==> config.mk <==
export PLATFORM = sky130hd
export DESIGN_NAME = alu_issue_stage
export DESIGN_NICKNAME = d
export VERILOG_FILES = /design/src/rtl/fusion_core_pkg.sv /design/src/rtl/alu_fwd_mux.sv /design/src/rtl/alu_issue_stage.sv
export SDC_FILE = /design/constraint.sdc
export NUM_CORES = 1
export LEC_CHECK = 0
export ABC_AREA = 0
export BUFFER_PORTS_ARGS = -buffer_cell sky130_fd_sc_hd__buf_2
export CORE_MARGIN = 8
export CORE_UTILIZATION = 47
export CTS_BUF_LIST = sky130_fd_sc_hd__clkbuf_8
export CTS_CLUSTER_DIAMETER = 80
export DETAILED_ROUTE_END_ITERATION = 8
export PLACE_DENSITY_LB_ADDON = 0.15
export SYNTH_ARGS = -nofsm -noshare
export SYNTH_HDL_FRONTEND = slang
export SYNTH_SLANG_ARGS = --single-unit
==> constraint.sdc <==
create_clock -name clk -period 1.6 [get_ports clk]
set_input_delay 0.24 -clock clk [delete_from_list [all_inputs] [get_ports clk]]
set_output_delay 0.24 -clock clk [all_outputs]
set_load 0.02 [all_outputs]
==> src/rtl/fusion_core_pkg.sv <==
// Shared execute-core types: width defaults, NOP encoding and the
// instruction record carried through the issue register.
package fusion_core_pkg;
  localparam int CORE_DATA_W = 32;
  localparam int CORE_REG_W  = 5;

  localparam logic [6:0] OP_ALU = 7'b0000000;
  localparam logic [5:0] AR_NOP = 6'b000000;

  typedef struct packed {
    logic [6:0]            op_code;
    logic [5:0]            ar_code;
    logic [CORE_REG_W-1:0] rd;
  } instr_t;

  function automatic logic is_nop(input logic [6:0] op, input logic [5:0] ar);
    return (op == OP_ALU) && (ar == AR_NOP);
  endfunction
endpackage

==> src/rtl/alu_fwd_mux.sv <==
// Operand source select: r0, youngest in-flight result (E), older result (W),
// or register-file read data.
module alu_fwd_mux #(
  parameter int DATA_W = 32,
  parameter int REG_W  = 5
) (
  input  logic [REG_W-1:0]  rs,
  input  logic              e_valid,
  input  logic [REG_W-1:0]  e_rd,
  input  logic              w_valid,
  input  logic [REG_W-1:0]  w_rd,
  input  logic [DATA_W-1:0] alu_out,
  input  logic [DATA_W-1:0] w_data,
  input  logic [DATA_W-1:0] dec_data,
  output logic [DATA_W-1:0] operand
);
  always_comb begin
    operand = dec_data;
    if (rs == '0)                      operand = '0;
    else if (e_valid && rs == e_rd)    operand = alu_out;
    else if (w_valid && rs == w_rd)    operand = w_data;
  end
endmodule

==> src/rtl/alu_issue_stage.sv <==
// Two-entry execute pipeline (issue reg E -> result reg W) around an external
// combinational ALU, with forwarding so dependent ops issue back to back.
module alu_issue_stage
  import fusion_core_pkg::*;
#(
  parameter int DATA_W = CORE_DATA_W,
  parameter int REG_W  = CORE_REG_W
) (
  input  logic              clk,
  input  logic              rst_n,
  input  logic              flush,
  input  logic              dec_valid,
  output logic              dec_ready,
  input  logic [6:0]        dec_op_code,
  input  logic [5:0]        dec_ar_code,
  input  logic [REG_W-1:0]  dec_rs_a,
  input  logic [REG_W-1:0]  dec_rs_b,
  input  logic [REG_W-1:0]  dec_rd,
  input  logic [DATA_W-1:0] dec_data_a,
  input  logic [DATA_W-1:0] dec_data_b,
  output logic [DATA_W-1:0] alu_op_a,
  output logic [DATA_W-1:0] alu_op_b,
  output logic [6:0]        alu_op_code,
  output logic [5:0]        alu_ar_code,
  input  logic [DATA_W-1:0] alu_out,
  input  logic              alu_flag_carry,
  output logic              wb_valid,
  input  logic              wb_ready,
  output logic [REG_W-1:0]  wb_rd,
  output logic [DATA_W-1:0] wb_data,
  output logic              wb_carry
);
  localparam int NUM_SRC = 2;

  logic              e_valid, w_valid;
  instr_t            e_ins;
  logic [DATA_W-1:0] e_a, e_b;
  logic [REG_W-1:0]  w_rd;
  logic [DATA_W-1:0] w_data;
  logic              w_carry;

  logic w_adv, e_adv, accept, load_e;

  assign w_adv     = !w_valid || wb_ready;
  assign e_adv     = e_valid && w_adv;
  assign dec_ready = !flush && (!e_valid || w_adv);
  assign accept    = dec_valid && dec_ready;
  assign load_e    = accept && !is_nop(dec_op_code, dec_ar_code);

  logic [NUM_SRC-1:0][REG_W-1:0]  src_rs;
  logic [NUM_SRC-1:0][DATA_W-1:0] src_dec, src_sel;

  assign src_rs  = {dec_rs_b, dec_rs_a};
  assign src_dec = {dec_data_b, dec_data_a};

  for (genvar i = 0; i < NUM_SRC; i++) begin : g_fwd
    alu_fwd_mux #(.DATA_W(DATA_W), .REG_W(REG_W)) u_fwd (
      .rs       (src_rs[i]),
      .e_valid  (e_valid),
      .e_rd     (e_ins.rd),
      .w_valid  (w_valid),
      .w_rd     (w_rd),
      .alu_out  (alu_out),
      .w_data   (w_data),
      .dec_data (src_dec[i]),
      .operand  (src_sel[i])
    );
  end

  always_ff @(posedge clk or negedge rst_n) begin
    if (!rst_n) begin
      e_valid <= 1'b0;
      e_ins   <= '0;
      e_a     <= '0;
      e_b     <= '0;
    end else if (flush) begin
      e_valid <= 1'b0;
    end else if (load_e) begin
      e_valid <= 1'b1;
      e_ins   <= '{op_code: dec_op_code, ar_code: dec_ar_code, rd: dec_rd};
      e_a     <= src_sel[0];
      e_b     <= src_sel[1];
    end else if (e_adv) begin
      e_valid <= 1'b0;
    end
  end

  // A wb handshake in the flush cycle completes; flush only drops the entries.
  always_ff @(posedge clk or negedge rst_n) begin
    if (!rst_n) begin
      w_valid <= 1'b0;
      w_rd    <= '0;
      w_data  <= '0;
      w_carry <= 1'b0;
    end else if (flush) begin
      w_valid <= 1'b0;
    end else if (e_adv) begin
      w_valid <= 1'b1;
      w_rd    <= e_ins.rd;
      w_data  <= alu_out;
      w_carry <= alu_flag_carry;
    end else if (wb_ready) begin
      w_valid <= 1'b0;
    end
  end

  // Idle E presents a NOP so the ALU output is quiet.
  assign alu_op_code = e_valid ? e_ins.op_code : '0;
  assign alu_ar_code = e_valid ? e_ins.ar_code : '0;
  assign alu_op_a    = e_valid ? e_a : '0;
  assign alu_op_b    = e_valid ? e_b : '0;

  assign wb_valid = w_valid;
  assign wb_rd    = w_rd;
  assign wb_data  = w_data;
  assign wb_carry = w_carry;
endmodule

==> impl_metrics.py, run 1 <==
metrics = {
    "run_status": {
        "status": "finished with violations",
        "violations": "setup timing",
    },
    "global_routing": {
        "grt_overflow_total": 0,
        "grt_start_max_net_pins": 75,
        "grt_antenna_before_repair": 3,
        "grt_pass1_vias": 7457,
        "grt_pass1_wl_microns": 40000,
        "grt_usage": 0.258,
    },
    "drt": {
        "drt_iter0_drc": 464,
        "wl_per_cell_microns": 23.8,
        "num_vias": 6999,
        "drc": 0,
        "wirelength_microns": 28300,
        "vias_per_cell": 5.89,
        "dr.pass1.iters": 4,
        "ant_nets": 0,
    },
    "floorplan": {
        "placementRows": 44,
        "coreArea_sq_mm": 0.0146,
        "ios": 247,
        "fp.dieW_microns": 138,
        "dieArea_sq_mm": 0.0191,
        "die_y_microns": 138,
        "start_util": 0.481,
    },
    "cells_and_area": {
        "fillCellCount": 917,
        "layout-drive-gt1-share": 0.629,
        "utilization": 0.770,
        "fin_area_sq_mm": 0.0112,
        "nets": 1120,
        "syn2layout_area_growth_pct": 60.1,
    },
    "pwr": {
        "p_int_mw": 6.97,
        "comb_power_share": 0.325,
        "vdd_drop_max_v": 0.000559,
        "cellPowerDensity_mw_per_mm2": 933,
        "p_sw_mw": 3.52,
        "p_clk_frac": 0.280,
        "sw_frac_of_total": 0.336,
        "power_leakage_nw": 5.18,
        "pwr-share-seq": 0.394,
    },
    "sta": {
        "relSlewSlack": 0.559,
        "hold_viol": 0,
        "layout_setup_ws_ps": -335,
        "finClkSkew_ps": 14.9,
        "worst_pin_slew_ps": 661,
        "drv_slew": 0,
        "period_needed_ps": 1930,
        "setup_viol": 179,
        "fin_hold_ws_ps": 40.4,
        "fin_crit_sh": 1.21,
        "fmax_mhz": 517,
        "rsz0062_at_grt": "yes",
    },
    "setup_path": {
        "path_max_fanout": 7,
        "path_cells": "xor2_1 > nor4_2 > and3_4 > buf_12 > a211oi_2 > o31ai_1",
        "cp_slowest_cell": "dfrtp_1",
        "start_kind": "flop",
        "regToRegEndpoint": "e_b[12]",
        "cp.required_ps": 1920,
        "cp-startpoint": "e_ins[3]",
        "criticalPathCategory": "reg -> reg",
        "crit_end": "e_b[12]",
        "r2r_slack_ps": -330,
        "r2r-start": "e_ins[3]",
        "slowest_delay_ps": 410,
        "crit_path_end_kind": "flop",
        "cp_data_arrival_time_ps": 2250,
        "reg2regPathDepth": 6,
    },
    "placed_design": {
        "place_area_sq_mm": 0.00911,
        "dpl.hpwl_microns": 17900,
        "port-buffer-count": 246,
        "place_congestion": 0.881,
    },
    "clock_tree": {
        "cts_tree": "yes",
        "cts-buffers-inserted": 17,
        "h-tree-depth": 4,
        "cts_root_buf": "clkbuf_8",
        "clk_pin_slew_worst_paths_ps": 70,
        "cts.sinks": 122,
        "clock_latency_ps": 440,
        "cts_buffer_depth": 2,
    },
    "hold_path": {
        "min_from": "alu_flag_carry",
        "hp-class": "in -> reg",
        "min_path_cells": 2,
    },
    "synth": {
        "yosys_register_bits": 122,
        "ys_warn_count": 0,
        "synth.net_count": 816,
        "ys_seq_area_frac": 0.435,
        "ys_types": 33,
        "syn_avg_cell_area_sq_um": 10.2,
        "syn_area_sq_mm": 0.00702,
        "syn_inst": 686,
    },
    "flow_run": {
        "maxCapViolations": 0,
    },
}
[how the worst min path moves through the flow]
| stage | endpoint | slack, ps |
|---|---|---|
| finish | wb_carry | 40 |
| global route | wb_carry | 20 |
| CTS | wb_carry | 10 |
| detailed placement | e_b[25] | 310 |
| global placement | e_b[25] | 300 |
| floorplan | e_a[0] | -60 |
[what timing repair did]
action / 4_1_cts / 5_1_grt
buffers inserted: 6 / 10
hold buffers: 1 / 0
setup endpoints to repair: 176 / 178
gates resized for setup: 102 / 238
pin swaps: 13 / 67
gates cloned: 4 / 19
hold endpoints to repair: 122 / 0
[flip-flops by register name, summed over array words and instances (netlist names)]
name	cells
wb_valid	1
e_valid	1
e_a	32
wb_rd	5
e_ins	18
wb_carry	1
e_b	32
wb_data	32
[routing by layer]
| metal | global-route usage | up-vias | wire length (microns) |
|---|---|---|---|
| li1 | - | 3056 | - |
| met1 | 0.297 | 3511 | 10900 |
| met2 | 0.437 | 355 | 14200 |
| met3 | 0.0781 | 75 | 2260 |
| met4 | 0.109 | 2 | 862 |
| met5 | 0 | - | 8 |
[cell families (layout without fill, tap and decap cells)]
group                     after synthesis  count (layout)  synth area share
xor gates and xnor gates               20              20            0.0249
other                                   0               2                 0
muxes                                  56              56            0.0898
and+or+nand+nor                       230             230             0.160
AOI/OAI and AO/OA                     196             196             0.239
DFF                                   122             122             0.435
buffers and inverters                  62             379            0.0511
[cell type report]
type | instances | area (sq um) | share of cell area
Antenna cell | 2 | 5.00 | 0.000445
Clock buffer | 21 | 289 | 0.0257
Clock inverter | 11 | 128 | 0.0114
Multi-Input combinational cell | 502 | 4320 | 0.385
Sequential cell | 122 | 3060 | 0.272
Tap cell | 184 | 230 | 0.0205
Timing Repair Buffer | 347 | 3200 | 0.285
[cells in the final DEF (no fill, tap or decap), types with 2 or more instances in the layout]
cell type  count
a211oi_1      17
a211oi_2      43
a211oi_4       4
a21boi_0      64
and2_1         6
and2_2         2
and2_4        71
and3_4         2
and4_4         2
buf_12        28
buf_16         4
buf_2        173
buf_4         40
buf_6         83
buf_8          3
bufinv_16      3
clkbuf_16     15
clkbuf_8      21
clkinv_2       3
dfrtp_1      116
dfrtp_2        6
diode_2        2
inv_1          4
mux2_2        19
mux2_4        37
nand2_1       64
nand3_4        3
nor2_1        32
nor2_2        31
nor2_4         7
nor4_1         2
nor4_2         2
o21bai_4       2
o31ai_1       41
o31ai_2       23
or4_1          2
xnor2_1        8
xor2_1        12
[stage by stage]
stage	power [mW]	cells	TNS [ps]	worst slack (ps)
6_report	10.5	1189	-29820	-335
5_1_grt	10.9	1189	-40660	-429
4_1_cts	10.1	1161	-19880	-210
3_5_place_dp	6.96	1118	-16380	-265
3_3_place_gp	6.87	1118	-11890	-167
2_1_floorplan	5.66	686	-4250	-86.1
[power groups by stage]
stage	Combinational, mW	Sequential [mW]	Clock (mW)
4_1_cts	3.00	4.08	2.98
2_1_floorplan	1.39	4.27	0
6_report	3.41	4.14	2.94
5_1_grt	3.61	4.20	3.09
3_5_place_dp	2.83	4.13	0
3_3_place_gp	2.77	4.10	0
[cells in the mapped netlist (all sizes together)]
cell | count | area share
and2 | 79 | 0.070
nor3 | 1 | 0.00071
dfrtp | 122 | 0.43
buf | 28 | 0.033
a21oi | 1 | 0.0012
nor3b | 1 | 0.0011
a22oi | 1 | 0.0011
mux2 | 56 | 0.090
clkbuf | 34 | 0.018
o31ai | 64 | 0.083
and4 | 2 | 0.0032
xnor2 | 8 | 0.010
or4 | 2 | 0.0021
nand3 | 3 | 0.0021
o21bai | 2 | 0.0021
nand2 | 64 | 0.034
nand4 | 1 | 0.00089
xor2 | 12 | 0.015
a21boi | 64 | 0.068
nor2 | 70 | 0.037
and2b | 1 | 0.0011
and3 | 2 | 0.0018
nor4 | 4 | 0.0053
a211oi | 64 | 0.083
[critical path: cells and delay by family (launching register included)]
family	cells	cell delay [ps]
flops	1	410
simple gates	2	730
compound gates	2	310
xor+xnor	1	190
buf+inv	1	180
Note: power is estimated with default switching activity, not from simulation.
==> run 2: changes to the inputs <==
- CORE_ASPECT_RATIO: unset -> 1.4
==> run 2 against run 1 <==
- total power rose by 3.5%
- sequential share of layout area fell by 0.11 points
- the run still ends with setup timing left
- clock skew is 0.86 ps lower
- critical path type unchanged
- largest cell class unchanged
- critical endpoint is now e_a[17]
==> impl_metrics.py, run 2 (synthesis gave the netlist of run 1 again) <==
metrics = {
    "floorplan": {
        "die_y_microns": 161,
        "placementRows": 53,
        "start_util": 0.475,
        "ios": 247,
        "coreArea_sq_mm": 0.0148,
        "dieArea_sq_mm": 0.0192,
        "fp.dieW_microns": 119,
    },
    "sta": {
        "setup_viol": 182,
        "layout_setup_ws_ps": -340,
        "drv_slew": 0,
        "worst_pin_slew_ps": 413,
        "fmax_mhz": 515,
        "finClkSkew_ps": 14.0,
        "period_needed_ps": 1940,
        "fin_crit_sh": 1.21,
        "relSlewSlack": 0.722,
        "fin_tns_setup_ps": -29500,
        "hold_viol": 0,
        "rsz0062_at_grt": "yes",
    },
    "cells_and_area": {
        "final_cell_mix": "buf_2, dfrtp_1, buf_6, and2_4, nor2_1",
        "nets": 1116,
        "finalNonFillerCells": 1194,
        "layout-drive-gt1-share": 0.625,
        "syn2layout_area_growth_pct": 60.7,
        "final_common_cell": "buf_2",
        "utilization": 0.763,
    },
    "pwr": {
        "cellPowerDensity_mw_per_mm2": 962,
        "vdd_drop_max_v": 0.000604,
        "power_leakage_nw": 5.20,
    },
    "run_status": {
        "status": "finished with violations",
        "violations": "setup timing",
    },
    "placed_design": {
        "dpl.hpwl_microns": 17700,
        "port-buffer-count": 246,
        "place_congestion": 0.884,
        "place_inst": 1122,
        "dp_slack_ps": -244,
    },
    "clock_tree": {
        "clock_latency_ps": 440,
        "h-tree-depth": 4,
        "cts_buffer_depth": 2,
        "cts-buffers-inserted": 17,
        "cts_tree": "yes",
        "clk_pin_slew_worst_paths_ps": 80,
        "cts_root_buf": "clkbuf_8",
        "cts.sinks": 122,
    },
    "setup_path": {
        "criticalPathCategory": "reg -> reg",
        "path_max_fanout": 6,
        "cp.required_ps": 1950,
        "cp_data_arrival_time_ps": 2290,
        "crit_path_end_kind": "flop",
        "start_kind": "flop",
    },
    "hold_path": {
        "hp-class": "in -> reg",
    },
    "drt": {
        "dr.pass1.iters": 5,
        "ant_nets": 0,
        "drc": 0,
        "wirelength_microns": 29100,
        "vias_per_cell": 6.01,
        "num_vias": 7170,
        "drt_iter0_drc": 674,
        "wl_per_cell_microns": 24.3,
    },
    "global_routing": {
        "grt_overflow_total": 0,
        "grt_pass1_wl_microns": 42900,
        "grt_start_max_net_pins": 49,
        "grt_pass1_vias": 7700,
        "grt_antenna_before_repair": 5,
        "grt_usage": 0.282,
    },
    "flow_run": {
        "maxCapViolations": 0,
    },
}
## run 2: what timing repair did
action                                  CTS  global route
endpoints found under the setup margin  179           198
gates cloned                             11            10
pin swaps                                12            55
hold endpoints to repair                 22             0
gates resized for setup                 155           175
hold buffers                              1             0
setup buffers                            17             5
## run 2: per-layer routing
metal  vias up  wire length, microns  GRT usage
li1       3058                     -          -
met4         4                  1090      0.128
met2       408                 14600      0.474
met5         -                    26          0
met1      3600                 10700      0.321
met3       100                  2630     0.0889
## run 2: worst max-delay path, stage by stage, from the launching register on
cell,delay [ps]
dfrtp_1,430
xor2_1,170
nor4_2,350
and3_4,380
buf_12,170
buf_6,90
a211oi_2,30
o31ai_2,220
## run 2: through the flow
stage / cell area (sq um) / total power, mW / hold WS (ps)
global placement: 9150 / 6.84 / 204
detailed placement: 9150 / 6.93 / 193
CTS: 10600 / 10.6 / 9.67
finish: 11300 / 10.9 / 24.7
global route: 11300 / 11.2 / 13.0
floorplan: 7400 / 5.66 / -55.6
## run 2: layout make-up
type,count,area (sq um)
Clock buffer,18,248
Antenna cell,3,7.51
Tap cell,192,240
Fill cell,939,3500
Multi-Input combinational cell,502,4320
Timing Repair Buffer,343,3190
Sequential cell,122,3060
Clock inverter,14,218
## run 2: final timing paths
path / startpoint / endpoint / slack (ps) / depth (start not counted)
setup / recovery: e_ins[1] / e_a[17] / -340 / 7
hold / removal: dec_rd[2] / e_ins[2] / 20 / 2
hold reg to reg: e_b[11] / e_b[11] / 480 / 2
min in group asynchronous: rst_n / e_a[17] / 270 / 2
max in group asynchronous: rst_n / wb_data[9] / 700 / 3
setup reg to reg: e_ins[1] / e_a[17] / -340 / 7
## run 2: power breakdown
part / switching, mW / internal [mW] / total (mW)
Sequential: 0.536 / 3.60 / 4.14
Combinational: 1.76 / 1.70 / 3.46
Clock: 1.36 / 1.90 / 3.26
Total: 3.66 / 7.20 / 10.9
==> run 3: changes to the inputs <==
- CORE_MARGIN: 8 -> unset
==> run 3 against run 2 <==
- the run still ends with setup timing left
- clock skew down 1.9 ps
- total power down 3.9%
- via count up 1.5%
- worst hold slack worse by 11 ps
- critical path type unchanged
==> impl_metrics.py, run 3 (synthesis gave the netlist of run 1 again) <==
metrics = {
    "run_status": {
        "status": "finished with violations",
        "violations": "setup timing",
    },
    "global_routing": {
        "grt_pass1_wl_microns": 40200,
        "grt_usage": 0.343,
        "grt_antenna_before_repair": 1,
        "grt_overflow_total": 0,
        "grt_pass1_vias": 7447,
        "grt_start_max_net_pins": 53,
    },
    "setup_path": {
        "criticalPathCategory": "reg -> reg",
        "cp_slowest_cell": "dfrtp_1",
        "crit_path_end_kind": "flop",
        "path_buf_inv": 3,
        "path_max_fanout": 5,
        "path_cells": "xor2_1 > nor4_2 > buf_4 > buf_4 > nand3_4 > bufbuf_16 > nor2_1 > o31ai_1",
        "cp.required_ps": 1930,
        "slowest_delay_ps": 420,
        "cp_data_arrival_time_ps": 2230,
        "crit_family": "buffers and inverters",
        "start_kind": "flop",
        "worst_path_most_repeated_cell": "buf_4",
    },
    "placed_design": {
        "dpl.hpwl_microns": 16700,
        "port-buffer-count": 246,
        "place_congestion": 0.838,
        "place_inst": 1125,
    },
    "drt": {
        "vias_per_cell": 6.07,
        "ant_nets": 0,
        "wirelength_microns": 28500,
        "dr.pass1.iters": 6,
        "drc": 0,
        "wl_per_cell_microns": 23.8,
        "drt_iter0_drc": 532,
        "num_vias": 7274,
    },
    "hold_path": {
        "hp-class": "in -> reg",
    },
    "floorplan": {
        "dieArea_sq_mm": 0.0154,
        "fp.dieW_microns": 105,
        "placementRows": 52,
        "start_util": 0.484,
        "die_y_microns": 147,
        "coreArea_sq_mm": 0.0145,
        "ios": 247,
    },
    "pwr": {
        "cellPowerDensity_mw_per_mm2": 915,
        "power_leakage_nw": 5.30,
        "vdd_drop_max_v": 0.000682,
    },
    "sta": {
        "hold_viol": 0,
        "rsz0062_at_grt": "yes",
        "worst_pin_slew_ps": 454,
        "fin_crit_sh": 1.19,
        "drv_slew": 0,
        "period_needed_ps": 1900,
        "setup_viol": 198,
        "fin_hold_ws_ps": 13.9,
        "finClkSkew_ps": 12.1,
        "fmax_mhz": 525,
        "layout_setup_ws_ps": -303,
        "relSlewSlack": 0.695,
    },
    "cells_and_area": {
        "final_common_cell": "buf_2",
        "diodes": 0,
        "syn2layout_area_growth_pct": 62.4,
        "nets": 1128,
        "utilization": 0.786,
        "finalNonFillerCells": 1198,
        "layout-drive-gt1-share": 0.613,
        "final_cell_mix": "buf_2, dfrtp_1, buf_6, and2_4, nand2_1",
        "fillCellCount": 918,
    },
    "clock_tree": {
        "clock_latency_ps": 450,
        "cts.sinks": 122,
        "cts-buffers-inserted": 17,
        "cts_root_buf": "clkbuf_8",
        "cts_tree": "yes",
        "cts_buffer_depth": 2,
        "clk_pin_slew_worst_paths_ps": 80,
        "h-tree-depth": 4,
    },
    "flow_run": {
        "maxCapViolations": 0,
    },
}
run 3: cell types whose count changed in the layout (fill, tap and decap cells not counted), moves of 7 or more:
| cell | previous run | this run |
|---|---|---|
| o31ai_1 | 34 | 41 |
| a211oi_2 | 59 | 42 |
| buf_8 | 2 | 10 |
| nor2_2 | 3 | 12 |
| a211oi_1 | 3 | 19 |
| nor2_1 | 65 | 57 |
| o31ai_2 | 30 | 23 |
run 3: power breakdown:
group	total, mW	switching [mW]	internal, mW
Sequential	4.14	0.532	3.60
Clock	2.76	1.29	1.47
Combinational	3.54	1.80	1.74
run 3: area by class of cell:
type	instances	area, sq um	share of cell area
well taps	189	236	0.0207
clock inverters	10	104	0.00911
multi-input cells	502	4280	0.375
clock buffers	20	275	0.0241
flip-flops and latches	122	3060	0.268
repair buffers	355	3450	0.303
run 3: layer usage:
metal	vias to the layer above	wire length [microns]	global-route usage
met5	-	16	0
met4	2	1370	0.210
met3	117	2290	0.0799
met2	480	14500	0.586
met1	3605	10400	0.384
li1	3070	-	-
run 3: worst paths after layout:
| kind | startpoint | slack [ps] | to | cells after the start |
|---|---|---|---|---|
| max | e_ins[1] | -300 | e_b[0] | 8 |
| min | dec_rd[1] | 10 | e_ins[1] | 2 |
| max reg2reg | e_ins[1] | -300 | e_b[0] | 8 |
| min reg2reg | e_a[14] | 480 | e_a[14] | 2 |
| max in group asynchronous | rst_n | 830 | wb_rd[2] | 3 |
| min in group asynchronous | rst_n | 180 | e_a[17] | 2 |
run 3: worst reg2reg max path: cells and delay by family, from the launching register on:
family                    cells  cell delay, ps
AOI/OAI and AO/OA             1             100
xor gates and xnor gates      1             180
buffers and inverters         3             570
DFF                           1             420
and+or+nand+nor               3             500
run 3: per-stage QoR:
stage                     TNS [ps]  power [mW]  setup slack (ps)  cell area [sq um]
after CTS                   -32710        10.0              -259              10600
after detailed placement    -20370        6.95              -343               9180
final                       -35320        10.4              -303              11400
after global routing        -44610        10.7              -432              11400
after floorplan              -4250        5.66             -86.1               7400
after global placement      -16750        6.85              -228               9180
run 3: what timing repair did:
action	CTS	global route
hold buffers	2	0
pin swaps	7	25
gates resized for setup	161	172
endpoints found under the hold margin	123	0
setup endpoints to repair	182	198
gates cloned	12	14
setup buffers	14	6
